### src/rtl/stage_writeback_pipe.sv
// Vector writeback stage: lane-masked data memory, writeback source select, read pipeline and post-reset clear.
// Optional build macro WB_BOUNDS_CHECK_EN enables out-of-range address detection (addrError).
module stage_writeback_pipe #(
  parameter int vecSize      = 4,
  parameter int registerSize = 8,
  parameter int memDepth     = 16,
  parameter int readLatency  = 1
) (
  input  logic                             clk,
  input  logic                             reset,
  input  logic                             inValid,
  input  logic                             stall,
  output logic                             ready,
  input  logic                             writeEnable,
  input  logic [vecSize-1:0]               laneMask,
  input  logic [1:0]                       writeRegFrom,
  input  logic [registerSize-1:0]          address,
  input  logic [registerSize-1:0]          imm,
  input  logic [vecSize*registerSize-1:0]  writeData,
  input  logic [vecSize*registerSize-1:0]  aluResult,
  output logic                             outValid,
  output logic [vecSize*registerSize-1:0]  writeBackData,
  output logic                             addrError
);

  localparam int AW = (memDepth > 1) ? $clog2(memDepth) : 1;

  typedef logic [vecSize-1:0][registerSize-1:0] vec_t;
  typedef enum logic {CLEAR, RUN} state_t;

  if (readLatency < 1 || readLatency > 4) begin : g_bad_latency
    $error("readLatency must be in 1..4");
  end
`ifndef WB_BOUNDS_CHECK_EN
  if ((1 << AW) != memDepth) begin : g_bad_depth
    $error("memDepth must be a power of two without bounds checking");
  end
`endif

  state_t          state, state_next;
  logic [AW-1:0]   clr_cnt;
  logic            clr_last;
  logic            clearing;
  logic            accept;
  logic [AW-1:0]   idx;
  logic            in_range;
  logic            unused_addr;
  vec_t            wdata, alu, rd_merged, rd_val, sel;
  vec_t            mem [memDepth];
  vec_t            pipe_data [readLatency];
  logic [readLatency-1:0] pipe_valid, pipe_err;

  assign wdata       = writeData;
  assign alu         = aluResult;
  assign idx         = address[AW-1:0];
  assign unused_addr = ^address;
  assign clr_last    = (clr_cnt == AW'(memDepth - 1));
  assign accept      = inValid & ready & ~stall;

`ifdef WB_BOUNDS_CHECK_EN
  assign in_range = (int'(address) < memDepth);
`else
  // Upper address bits are ignored, so every access wraps into the memory.
  assign in_range = 1'b1;
`endif

  // State register
  always_ff @(posedge clk) begin
    // NOTE: sequential state always uses non-blocking assignments so every register samples pre-edge values.
    if (reset) state <= CLEAR;
    else       state <= state_next;
  end

  always_ff @(posedge clk) begin
    if (reset)         clr_cnt <= '0;
    else if (clearing) clr_cnt <= clr_cnt + 1'b1;
  end

  // Next-state logic
  always_comb begin
    // NOTE: combinational outputs get a default first so no path leaves them unassigned (no latch).
    state_next = state;
    case (state)
      CLEAR:   if (clr_last) state_next = RUN;
      RUN:     state_next = RUN;
      default: state_next = CLEAR;
    endcase
  end

  // Output logic
  always_comb begin
    ready    = 1'b0;
    clearing = 1'b0;
    case (state)
      CLEAR:   clearing = 1'b1;
      RUN:     ready    = 1'b1;
      default: clearing = 1'b0;
    endcase
  end

  // Write-first read: lanes being written this cycle return the new store data.
  always_comb begin
    rd_merged = mem[idx];
    if (writeEnable) begin
      for (int i = 0; i < vecSize; i++) begin
        if (laneMask[i]) rd_merged[i] = wdata[i];
      end
    end
    rd_val = in_range ? rd_merged : '0;
  end

  always_comb begin
    sel = '0;
    case (writeRegFrom)
      2'd0: sel = rd_val;
      2'd1: sel = alu;
      2'd2: for (int i = 0; i < vecSize; i++) sel[i] = imm;
      default: sel = '0;
    endcase
  end

  // NOTE: the memory array has no reset; CLEAR zeroes it one entry per cycle so it can still map onto RAM.
  always_ff @(posedge clk) begin
    if (!reset) begin
      if (clearing) begin
        mem[clr_cnt] <= '0;
      end else if (accept && writeEnable && in_range) begin
        for (int i = 0; i < vecSize; i++) begin
          if (laneMask[i]) mem[idx][i] <= wdata[i];
        end
      end
    end
  end

  // Read pipeline: data only advances behind a valid bit, so outputs hold between beats.
  always_ff @(posedge clk) begin
    if (reset) begin
      pipe_valid <= '0;
      pipe_err   <= '0;
      for (int k = 0; k < readLatency; k++) pipe_data[k] <= '0;
    end else if (!stall) begin
      pipe_valid[0] <= accept;
      pipe_err[0]   <= accept & ~in_range;
      if (accept) pipe_data[0] <= sel;
      for (int k = 1; k < readLatency; k++) begin
        pipe_valid[k] <= pipe_valid[k-1];
        pipe_err[k]   <= pipe_err[k-1];
        if (pipe_valid[k-1]) pipe_data[k] <= pipe_data[k-1];
      end
    end
  end

  assign outValid      = pipe_valid[readLatency-1];
  assign writeBackData = pipe_data[readLatency-1];

`ifdef WB_BOUNDS_CHECK_EN
  assign addrError = pipe_err[readLatency-1];
`else
  assign addrError = 1'b0;
`endif

endmodule

### config.mk
export PLATFORM = sky130hd
export DESIGN_NAME = stage_writeback_pipe
export DESIGN_NICKNAME = d
export VERILOG_FILES = /design/src/rtl/stage_writeback_pipe.sv
export SDC_FILE = /design/constraint.sdc
export NUM_CORES = 1
export LEC_CHECK = 0
export ABC_AREA = 1
export BUFFER_PORTS_ARGS = -buffer_cell sky130_fd_sc_hd__buf_4
export CORE_MARGIN = 2
export CORE_UTILIZATION = 40
export CTS_BUF_LIST = sky130_fd_sc_hd__clkbuf_16
export CTS_CLUSTER_SIZE = 12
export DETAILED_ROUTE_END_ITERATION = 8
export PLACE_DENSITY = 0.58
export SYNTH_ARGS = -nofsm -noshare
export SYNTH_HDL_FRONTEND = slang
export SYNTH_SLANG_ARGS = --single-unit
### constraint.sdc
create_clock -name clk -period 3 [get_ports clk]
set_input_delay 0.15 -clock clk [delete_from_list [all_inputs] [get_ports clk]]
set_output_delay 0.15 -clock clk [all_outputs]
set_load 0.01 [all_outputs]
Word level (Yosys, flattened, before mapping) --
Memory sizes are Yosys's and may differ from the RTL's. Index checks and enable logic that the tools add are counted.
Cells by class: shift-type cells 0, magnitude comparators 0, eq/ne operators 3, bitwise operators 4, $mul 0, reductions and logical operators 4, add/subtract/negate cells 1, muxes and demuxes 43, div/mod/pow operators 0
Operators by type and width (count):
- $mux W32 | 3
- $pmux W32 S3 | 1
- $reduce_or A32 Y1 | 2
- $mux W1 | 32
- $mux W8 | 4
- $mux W4 | 2
- $add A4 B1 Y4 const B | 1
- $eq A4 B4 Y1 const B | 1
- $and A1 B1 Y1 | 2
- $eq A2 B1 Y1 const B | 1
- $eq A2 B2 Y1 const B | 1
- $logic_not A2 Y1 | 1
- $not A1 Y1 | 2
- $pmux W1 S2 | 1
- $logic_and A1 B1 Y1 | 1
Word-level totals: bits in read-only memories 0, memories 2, memory bits (writable) 544, latch bits 0, input bits 91, output and inout port bits 35, flip-flop bits (word level) 6
Memory list:
- mem | depth 16, bits a word 32, rd ports 1, clocked after Yosys merged registers in 0, wr ports 1, RTL line 49 | vec_t mem [memDepth];
- pipe_data | depth 1, bits a word 32, rd ports 1, clocked after Yosys merged registers in 0, wr ports 1, RTL line 50 | vec_t pipe_data [readLatency];

Logic depth before layout (Yosys ltp) --
Gate-level depths: netlist of run 1.
depth in word-level cells 10, gate-level depth with buffers 12, mapped depth without buffers 10

Least setup slack after synthesis of run 1 --
Ideal clock, no wire load.
path type register to register, start point register state, end point memory mem[13][16] (netlist bit) (enable), required time 2630 ps, library setup time 370 ps, path slack 760 ps, data arrival time 1870 ps, cell stages (with the launch flop) 10, clock period less this slack 2240 ps, cell sequence dfxtp_1 -> nand3_2 -> nor2_4 -> o21ai_4 -> nand2_4 -> buf_8 -> o21ai_4 -> nor2_4 -> nand2_2 -> nor2_1
Between the ends: cells in the longest elaborated chain, start to end 10
RTL lines:
- start: declaration | RTL line 40 | state_t state, state_next;
- start signal: assignment | RTL line 71 | else state <= state_next;
- $mux W1 | RTL line 94 | case (state)
- $and A1 B1 Y1 (2 in series) | RTL line 58 | assign accept = inValid & ready & ~stall;
- $logic_and A1 B1 Y1 | RTL line 127 | end else if (accept && writeEnable && in_range) begin
- $mux W1 | RTL line 127
- $mux W1 | RTL line 125 | if (clearing) begin
- $mux W1 | RTL line 124 | if (!reset) begin
- $mux W1 (not written as such) | RTL line 129 | if (laneMask[i]) mem[idx][i] <= wdata[i];
- $reduce_or A32 Y1 (no source line)
- $mux W4 (no source line)
- end: declaration | RTL line 49
Parallel ways exist; a longest one is shown, timed or not.

Worst setup path in the final report of run 1 --
start point register state, end point memory mem[9][2] (netlist bit) (data pin)
Between the ends: cells in the longest elaborated chain, start to end 10
RTL lines (RTL line):
- $mux W1 | 94
- $and A1 B1 Y1 (2 in series) | 58
- $logic_and A1 B1 Y1 | 127
- $mux W1 | 127
- $mux W1 | 125
- $mux W1 | 124
- $mux W1 (not written as such) | 129
- $reduce_or A32 Y1 (no source line) *
- $mux W32 (no source line) *
Every way passes the cells marked *; elsewhere a longest branch is shown, timed or not.

==> results.yml, run 1 <==
status:
  run_status: "complete, no violations"
final_layout:
  fin_nets: 2755
  layout_commonest_cell: "nand2_1"
  drive_above_1_share_pct: 13.9
  seqCellArea_um2: 16500
  area_growth_syn_to_layout_pct: 17.7
  multi_input_area_um2: 6320
  fillers: 5608
  fin_util_pct: 47.7
  layout_common_cells: "846 x nand2_1, 544 x edfxtp_1, 388 x nand3_1"
power_and_ir_drop:
  internal_power_w: 0.0128
  p_switching_w: 0.00366
  switching_share_pct: 22.2
  powerDensity_nw_per_um2: 571
  p_clk_share_pct: 41.9
  pwr-share-seq_pct: 51.2
  pwr-share-comb_pct: 6.9
  p_leak_nw: 12.6
  max-vdd-ir-drop_mv: 0.411
sta:
  hold_ws_ps: 19.7
  rsz0062_at_grt: "no"
  maxSlewViolCount: 0
  setup_tns_ps: 0
  fmax_ghz: 0.376
  fin_crit_ps: 2660
  worst_pin_slew_ps: 1280
  fin_skew_ps: 22.8
  relSlewSlack_pct: 14.7
  setup_viol_count_final: 0
  hold_violations: 0
  min_period_over_period_pct: 88.6
cts:
  cts-root-buf: "clkbuf_16"
  hold_buffers: 7
  cts_setup_buffers: 0
  cts.path.max_buffers: 3
  htree_levels: 2
  insertion_delay_ps: 620
  cts_tree: "yes"
  clkTransAtPathRegs_ps: 60
  numCtsBuffers: 58
  post_cts_resized: 0
  cts_num_sinks: 550
yosys:
  synth_ff_type: "edfxtp_1"
  synth_seq_cells: 550
  synth_cells: 2479
  synth_edf_count: 544
  synth.distinct_cells: 26
  netlist_area_um2: 24600
  synth_nets: 2571
  ys_seq_area_share_pct: 67.0
  postSynth.asyncResetShare_pct: 0
  avgSynthCellArea_um2: 9.91
  yosys_warnings: 0
job:
  drv_cap: 0
place:
  portBuffers: 120
  place_congestion: 0.832
  dp.final_hpwl_um: 43800
detailed_routing:
  final_antenna_net_count: 0
  drcViolationCount: 0
  wl_per_cell_um: 19.8
  dr.pass1.iters: 5
  drt_wl_total_um: 69000
  drtIter0Drc: 1769
  dr_total_vias: 17500
  vias_per_cell: 5.00
floorplanning:
  die_h_um: 252
  core_area_um2: 60600
  start_util_pct: 40.5
  die_w_um: 252
  dieArea_um2: 63400
  pin_count: 126
  rows: 90
setup_path:
  path_class: "flip-flop to flip-flop"
  crit_path_max_fanout: 16
  cp.required_ps: 3230
  cp-start-kind: "flip-flop"
  arrival_ps: 2880
  endpoint_kind: "flip-flop"
global_route:
  grt_max_degree: 132
  grt-ovfl-total: 0
  grt_pass1_vias: 16900
  grt_first_pass_wirelength_um: 103000
  grtUsageTotal_pct: 21.9
  antenna_found_initial: 1
worst_hold_path:
  hold_path.class: "primary input to flip-flop"
==> worst paths after layout <==
check | slack (ps) | depth (start not counted) | startpoint | endpoint
setup / recovery | 340 | 7 | state | mem[9][2]
setup reg to reg | 340 | 7 | state | mem[9][2]
hold reg to reg | 580 | 2 | clr_cnt[2] | clr_cnt[2]
hold / removal | 20 | 5 | aluResult[20] | pipe_data[0][20]
==> kinds of logic after synthesis <==
logic type	after synthesis	synth area share (%)
and+or+nand+nor	1377	23.7
DFF	550	67.0
buffers and inverters	468	7.30
AOI/OAI and AO/OA	82	1.96
adders and majority gates	1	0.0509
other	1	0.0153
==> power by group through the flow <==
stage          combinational, W  clock, W  sequential (W)
2_1_floorplan          0.000630         0         0.00862
3_3_place_gp            0.00111         0         0.00861
3_5_place_dp            0.00112         0         0.00861
4_1_cts                 0.00113   0.00705         0.00845
5_1_grt                 0.00124   0.00733         0.00845
6_report                0.00113   0.00691         0.00845
==> metrics by stage <==
step                      power (W)  instance area [um2]  setup WS [ps]  std cells
after floorplan             0.00925                24600            760       2479
after global placement      0.00972                27000            493       3378
after detailed placement    0.00973                27000            390       3378
after CTS                    0.0166                28900            342       3491
after global routing         0.0170                28900            183       3491
final                        0.0165                28900            343       3493
==> flip-flops by register name (all words and copies together) (netlist names) <==
signal,cells
pipe_data,32
mem,512
clr_cnt,4
state,1
outValid,1
==> synthesized netlist by cell type, types with 9 or more instances <==
cell type  count  area [um2]
edfxtp_1     544       16300
clkbuf_1      80         300
buf_2         18        90.1
a21oi_1       72         360
inv_1        333        1250
nor2_1        98         368
nand2_2       29         181
nor2_4         9         101
nand3_1      388        1940
buf_1         29         109
nand2_1      847        3180
==> per-layer routing <==
| metal | vias to the layer above | track usage [%] | routed length [um] | share of wire (%) |
|---|---|---|---|---|
| met5 | - | 0 | 0 | 0 |
| met4 | 0 | 7.25 | 1940 | 2.8 |
| met3 | 114 | 4.51 | 6000 | 8.7 |
| met2 | 708 | 34.1 | 31100 | 45 |
| met1 | 8206 | 30.7 | 30000 | 43 |
| li1 | 8446 | - | - | - |
==> critical path, cell delays in order, from the launching register on <==
cell and delay, ps:
dfxtp_1 360, nand3_2 140, nor2_4 280, o21ai_4 150, nand2_4 100, inv_2 80
buf_4 210, nor2_1 940
==> cell type report <==
| class | count | area share, % |
|---|---|---|
| Sequential cell | 550 | 56.9 |
| Multi-Input combinational cell | 1461 | 21.9 |
| Timing Repair Buffer | 253 | 7.00 |
| Clock buffer | 61 | 5.28 |
| Inverter | 339 | 4.44 |
| Tap cell | 782 | 3.39 |
| Clock inverter | 45 | 1.09 |
| Antenna cell | 2 | 0.0173 |
No activity file was read; power rests on OpenSTA's default activity.
==> run 2, diff against run 1 <==
==> constraint.sdc (replaced) <==
create_clock -name clk -period 3.14 [get_ports clk]
set_input_delay 0.157 -clock clk [delete_from_list [all_inputs] [get_ports clk]]
set_output_delay 0.157 -clock clk [all_outputs]
set_load 0.01 [all_outputs]
==> results.yml, run 2 (same netlist as run 1, synthesis figures left out) <==
floorplanning:
  rows: 90
  dieArea_um2: 63400
  core_area_um2: 60600
  die_w_um: 252
  pin_count: 126
  die_h_um: 252
  start_util_pct: 40.5
final_layout:
  area_growth_syn_to_layout_pct: 17.0
  stdcell_area_um2: 28700
  regMostFlops: "mem"
  antenna_cells: 0
  largest_reg_flops: 512
  reg_top3: "mem (512), pipe_data (32), clr_cnt (4)"
  layout_commonest_cell: "nand2_1"
  layout_common_cells: "846 x nand2_1, 544 x edfxtp_1, 388 x nand3_1"
  fin_nets: 2743
  drive_above_1_share_pct: 13.4
  layoutNonFillerInstCount: 3474
global_route:
  grt-ovfl-total: 0
  grt_pass1_vias: 17100
  grt_first_pass_wirelength_um: 104000
  grt_max_degree: 153
  grtUsageTotal_pct: 22.2
  antenna_found_initial: 1
cts:
  cts-root-buf: "clkbuf_16"
  cts.path.max_buffers: 3
  numCtsBuffers: 58
  htree_levels: 2
  hold_buffers: 3
  cts_setup_buffers: 0
  cts_num_sinks: 550
  post_cts_resized: 0
  insertion_delay_ps: 620
  clkTransAtPathRegs_ps: 60
  cts_tree: "yes"
place:
  placed_cell_area_um2: 26900
  dp.final_hpwl_um: 44700
  portBuffers: 120
  pre_cts_ws_ps: 441
  place_congestion: 0.868
  placed_cells: 3370
power_and_ir_drop:
  p_switching_w: 0.00351
  p_leak_nw: 12.5
  max-vdd-ir-drop_mv: 0.413
  powerDensity_nw_per_um2: 545
  pwr-share-comb_pct: 6.9
  internal_power_w: 0.0122
  switching_share_pct: 22.4
  p_clk_share_pct: 41.6
  pwr-share-seq_pct: 51.5
sta:
  setup_tns_ps: 0
  relSlewSlack_pct: 19.7
  hold_violations: 0
  min_period_over_period_pct: 85.8
  setup_viol_count_final: 0
  worst_pin_slew_ps: 1200
  hold_ws_ps: 31.4
  maxSlewViolCount: 0
  fin_skew_ps: 17.8
  fin_crit_ps: 2690
  fmax_ghz: 0.371
  timing.final.ws_setup_ps: 446
  rsz0062_at_grt: "no"
status:
  run_status: "complete, no violations"
worst_hold_path:
  hold_path.class: "primary input to flip-flop"
setup_path:
  critical_path.top_delay_family: "simple AND/OR/NAND/NOR gates"
  cp.required_ps: 3390
  critPathMaxStageDelay_ps: 910
  crit_path_max_fanout: 16
  arrival_ps: 2940
  slowest_stage: "nor2_1"
  cp-start-kind: "flip-flop"
  path_class: "flip-flop to flip-flop"
  endpoint_kind: "flip-flop"
  crit_chain: "nand3_2 -> nor2_4 -> o21ai_4 -> nand2_4 -> inv_2 -> buf_4 -> nor2_1"
  cp_num_buf_inv: 2
detailed_routing:
  wl_per_cell_um: 20.1
  drt_wl_total_um: 70000
  drcViolationCount: 0
  dr_total_vias: 17600
  final_antenna_net_count: 0
  vias_per_cell: 5.08
  dr.pass1.iters: 5
  drtIter0Drc: 1786
job:
  drv_cap: 0
-- run 2: cell count changes in the layout (fill, tap and decap cells not counted) --
cell / change
bufinv_16: -1
diode_2: -2
clkinv_1: +8
inv_1: -6
clkinv_2: -6
clkinvlp_4: +1
clkinv_4: -1
buf_4: -8
dlygate4sd3_1: -4
-- run 2: final timing paths --
path / from / to / slack (ps) / depth (start not counted)
setup / recovery: state / mem[3][27] / 450 / 7
hold / removal: aluResult[12] / pipe_data[0][12] / 30 / 5
setup reg to reg: state / mem[3][27] / 450 / 7
hold reg to reg: clr_cnt[1] / clr_cnt[1] / 560 / 2
-- run 2: area by class of cell --
cell class	count	area (um2)
flip-flops and latches	550	16500
well taps	782	978
repair buffers	241	1920
multi-input cells	1461	6320
clock inverters	40	262
inverters	339	1280
clock buffers	61	1530
fillers	5626	31800
-- run 2: power groups by stage --
stage	clock network [W]	registers [W]	logic [W]
floorplan	0	0.00823	0.000602
global placement	0	0.00823	0.00106
detailed placement	0	0.00823	0.00107
CTS	0.00661	0.00807	0.00108
global route	0.00689	0.00808	0.00118
finish	0.00651	0.00807	0.00109
-- run 2: per-stage QoR --
step | total power, W | utilization, %
floorplan | 0.00883 | -
global placement | 0.00929 | 44.4
detailed placement | 0.00930 | 44.4
CTS | 0.0158 | 47.4
global route | 0.0162 | 47.4
finish | 0.0157 | 47.4
-- run 2: layer usage --
metal / vias to the layer above / GRT usage [%] / wire length [um]
met4: 0 / 7.25 / 2160
met3: 124 / 4.02 / 5480
li1: 8407 / - / -
met2: 694 / 34.7 / 31500
met5: - / 0 / 0
met1: 8413 / 31.5 / 30900
-- run 2: tightest hold or removal path, stage by stage --
cell	delay, ps
buf_4	80
nand3_1	70
nand2_1	70
inv_1	30
a21oi_1	120
==> run 3, diff against run 2 <==
--- a/config.mk
+++ b/config.mk
@@ -7,12 +7,14 @@
 export LEC_CHECK = 0
 export ABC_AREA = 1
 export BUFFER_PORTS_ARGS = -buffer_cell sky130_fd_sc_hd__buf_4
+export CAP_MARGIN = 30
 export CORE_MARGIN = 2
 export CORE_UTILIZATION = 40
 export CTS_BUF_LIST = sky130_fd_sc_hd__clkbuf_16
 export CTS_CLUSTER_SIZE = 12
 export DETAILED_ROUTE_END_ITERATION = 8
-export PLACE_DENSITY = 0.58
+export HOLD_SLACK_MARGIN = 0.1
+export PLACE_DENSITY = 0.53
 export SYNTH_ARGS = -nofsm -noshare
 export SYNTH_HDL_FRONTEND = slang
 export SYNTH_SLANG_ARGS = --single-unit
==> results.yml, run 3 (same netlist as run 1, synthesis figures left out) <==
cts:
  cts-root-buf: "clkbuf_16"
  cts.path.max_buffers: 3
  numCtsBuffers: 59
  cts_tree: "yes"
  post_cts_resized: 0
  htree_levels: 2
  clkTransAtPathRegs_ps: 60
  cts_num_sinks: 550
  insertion_delay_ps: 630
final_layout:
  regMostFlops: "mem"
  stdcell_area_um2: 29200
  layout_common_cells: "846 x nand2_1, 544 x edfxtp_1, 388 x nand3_1"
  antenna_cells: 0
  area_growth_syn_to_layout_pct: 19.0
  reg_top3: "mem (512), pipe_data (32), clr_cnt (4)"
  layout_commonest_cell: "nand2_1"
  largest_reg_flops: 512
  fillers: 5642
  fin_nets: 2799
  layoutNonFillerInstCount: 3536
  drive_above_1_share_pct: 13.3
global_route:
  grt_first_pass_wirelength_um: 108000
  grt_max_degree: 129
  grtUsageTotal_pct: 22.8
  grt-ovfl-total: 0
  grt_pass1_vias: 17600
  antenna_found_initial: 3
sta:
  hold_violations: 0
  setup_tns_ps: 0
  fin_skew_ps: 24.2
  rsz0062_at_grt: "no"
  worst_pin_slew_ps: 1060
  setup_viol_count_final: 0
  relSlewSlack_pct: 29.2
  min_period_over_period_pct: 90.8
  fin_crit_ps: 2850
  maxSlewViolCount: 0
  fmax_ghz: 0.351
place:
  dp.final_hpwl_um: 43600
  place_congestion: 0.802
  placed_cells: 3372
  placed_cell_area_um2: 27000
  portBuffers: 120
floorplanning:
  die_h_um: 252
  core_area_um2: 60600
  rows: 90
  start_util_pct: 40.5
  dieArea_um2: 63400
  die_w_um: 252
  pin_count: 126
detailed_routing:
  dr.pass1.iters: 5
  drtIter0Drc: 1563
  wl_per_cell_um: 20.2
  dr_total_vias: 17700
  drcViolationCount: 0
  drt_wl_total_um: 71400
  vias_per_cell: 5.02
  final_antenna_net_count: 0
setup_path:
  cp.depth: 8
  crit_chain: "nand3_2 -> nor2_4 -> o21ai_4 -> nand2_4 -> inv_2 -> buf_4 -> buf_4 -> nor2_1"
  critPathMaxStageDelay_ps: 750
  path_class: "flip-flop to flip-flop"
  arrival_ps: 3120
  critical_path.top_delay_family: "simple AND/OR/NAND/NOR gates"
  slowest_stage: "nor2_1"
  cp.required_ps: 3410
  crit_path_max_fanout: 17
  endpoint_kind: "flip-flop"
  cp-start-kind: "flip-flop"
  cp_num_buf_inv: 3
  cpMostUsedCell: "buf_4"
  worstRegToRegCells: 8
status:
  run_status: "complete, no violations"
power_and_ir_drop:
  p_leak_nw: 12.8
  powerDensity_nw_per_um2: 531
  max-vdd-ir-drop_mv: 0.386
  p_total_w: 0.0155
job:
  drv_cap: 0
worst_hold_path:
  worstHoldPathCells: 4
  hold_path.class: "primary input to flip-flop"
==> run 3: cell types whose count changed in the layout (fill, tap and decap cells not counted) <==
cell,delta
dlygate4sd3_1,+50
clkinv_1,+5
inv_1,+4
buf_4,+3
bufinv_16,-2
clkbuf_16,-2
buf_12,+1
buf_6,+1
clkinvlp_4,+1
inv_6,+1
==> run 3: worst paths after layout <==
check / from / end / slack, ps
worst min register to register: clr_cnt[2] / clr_cnt[3] / 560
worst min-delay path: writeData[13] / mem[6][13] / 130
worst max-delay path: state / mem[14][8] / 290
worst max register to register: state / mem[14][8] / 290
==> run 3: power breakdown <==
group / total [W] / internal (W) / switching [W]
Clock: 0.00633 / 0.00352 / 0.00281
Sequential: 0.00807 / 0.00805 / 0.0000223
Combinational: 0.00113 / 0.000372 / 0.000761
==> run 3: timing repair <==
action	4_1_cts	5_1_grt
hold buffers	52	1
endpoints found under the hold margin	71	4
buffers inserted	0	0
==> run 3: metal layers <==
layer / global-route usage (%) / share of wire, % / wire length, um / up-vias
met5: 0 / 0 / 0 / -
met4: 7.19 / 2.7 / 1950 / 0
met3: 2.51 / 5.6 / 4010 / 106
met2: 37.2 / 46 / 33200 / 532
met1: 32.0 / 45 / 32200 / 8573
li1: - / - / - / 8523
==> run 3: worst min-delay path, stage by stage <==
cell,delay [ps]
buf_4,80
inv_1,50
nor2_1,100
buf_4,220
==> run 3: cell type report <==
type                       count  area [um2]  share of cell area, %
tap                          782         978                   3.35
inverter                     339        1280                   4.39
timing repair buffer         296        2480                   8.47
clock buffer                  59        1480                   5.05
clock inverter                49         251                  0.860
sequential                   550       16500                   56.3
multi-input combinational   1461        6320                   21.6
==> run 3: through the flow <==
stage          worst slack (ps)  util, %  hold WS (ps)
6_report                    288     48.3           131
5_1_grt                     113     48.3           137
4_1_cts                     260     48.2           104
3_5_place_dp                277     44.5           404
3_3_place_gp                335     44.4           406
2_1_floorplan               900        -           226
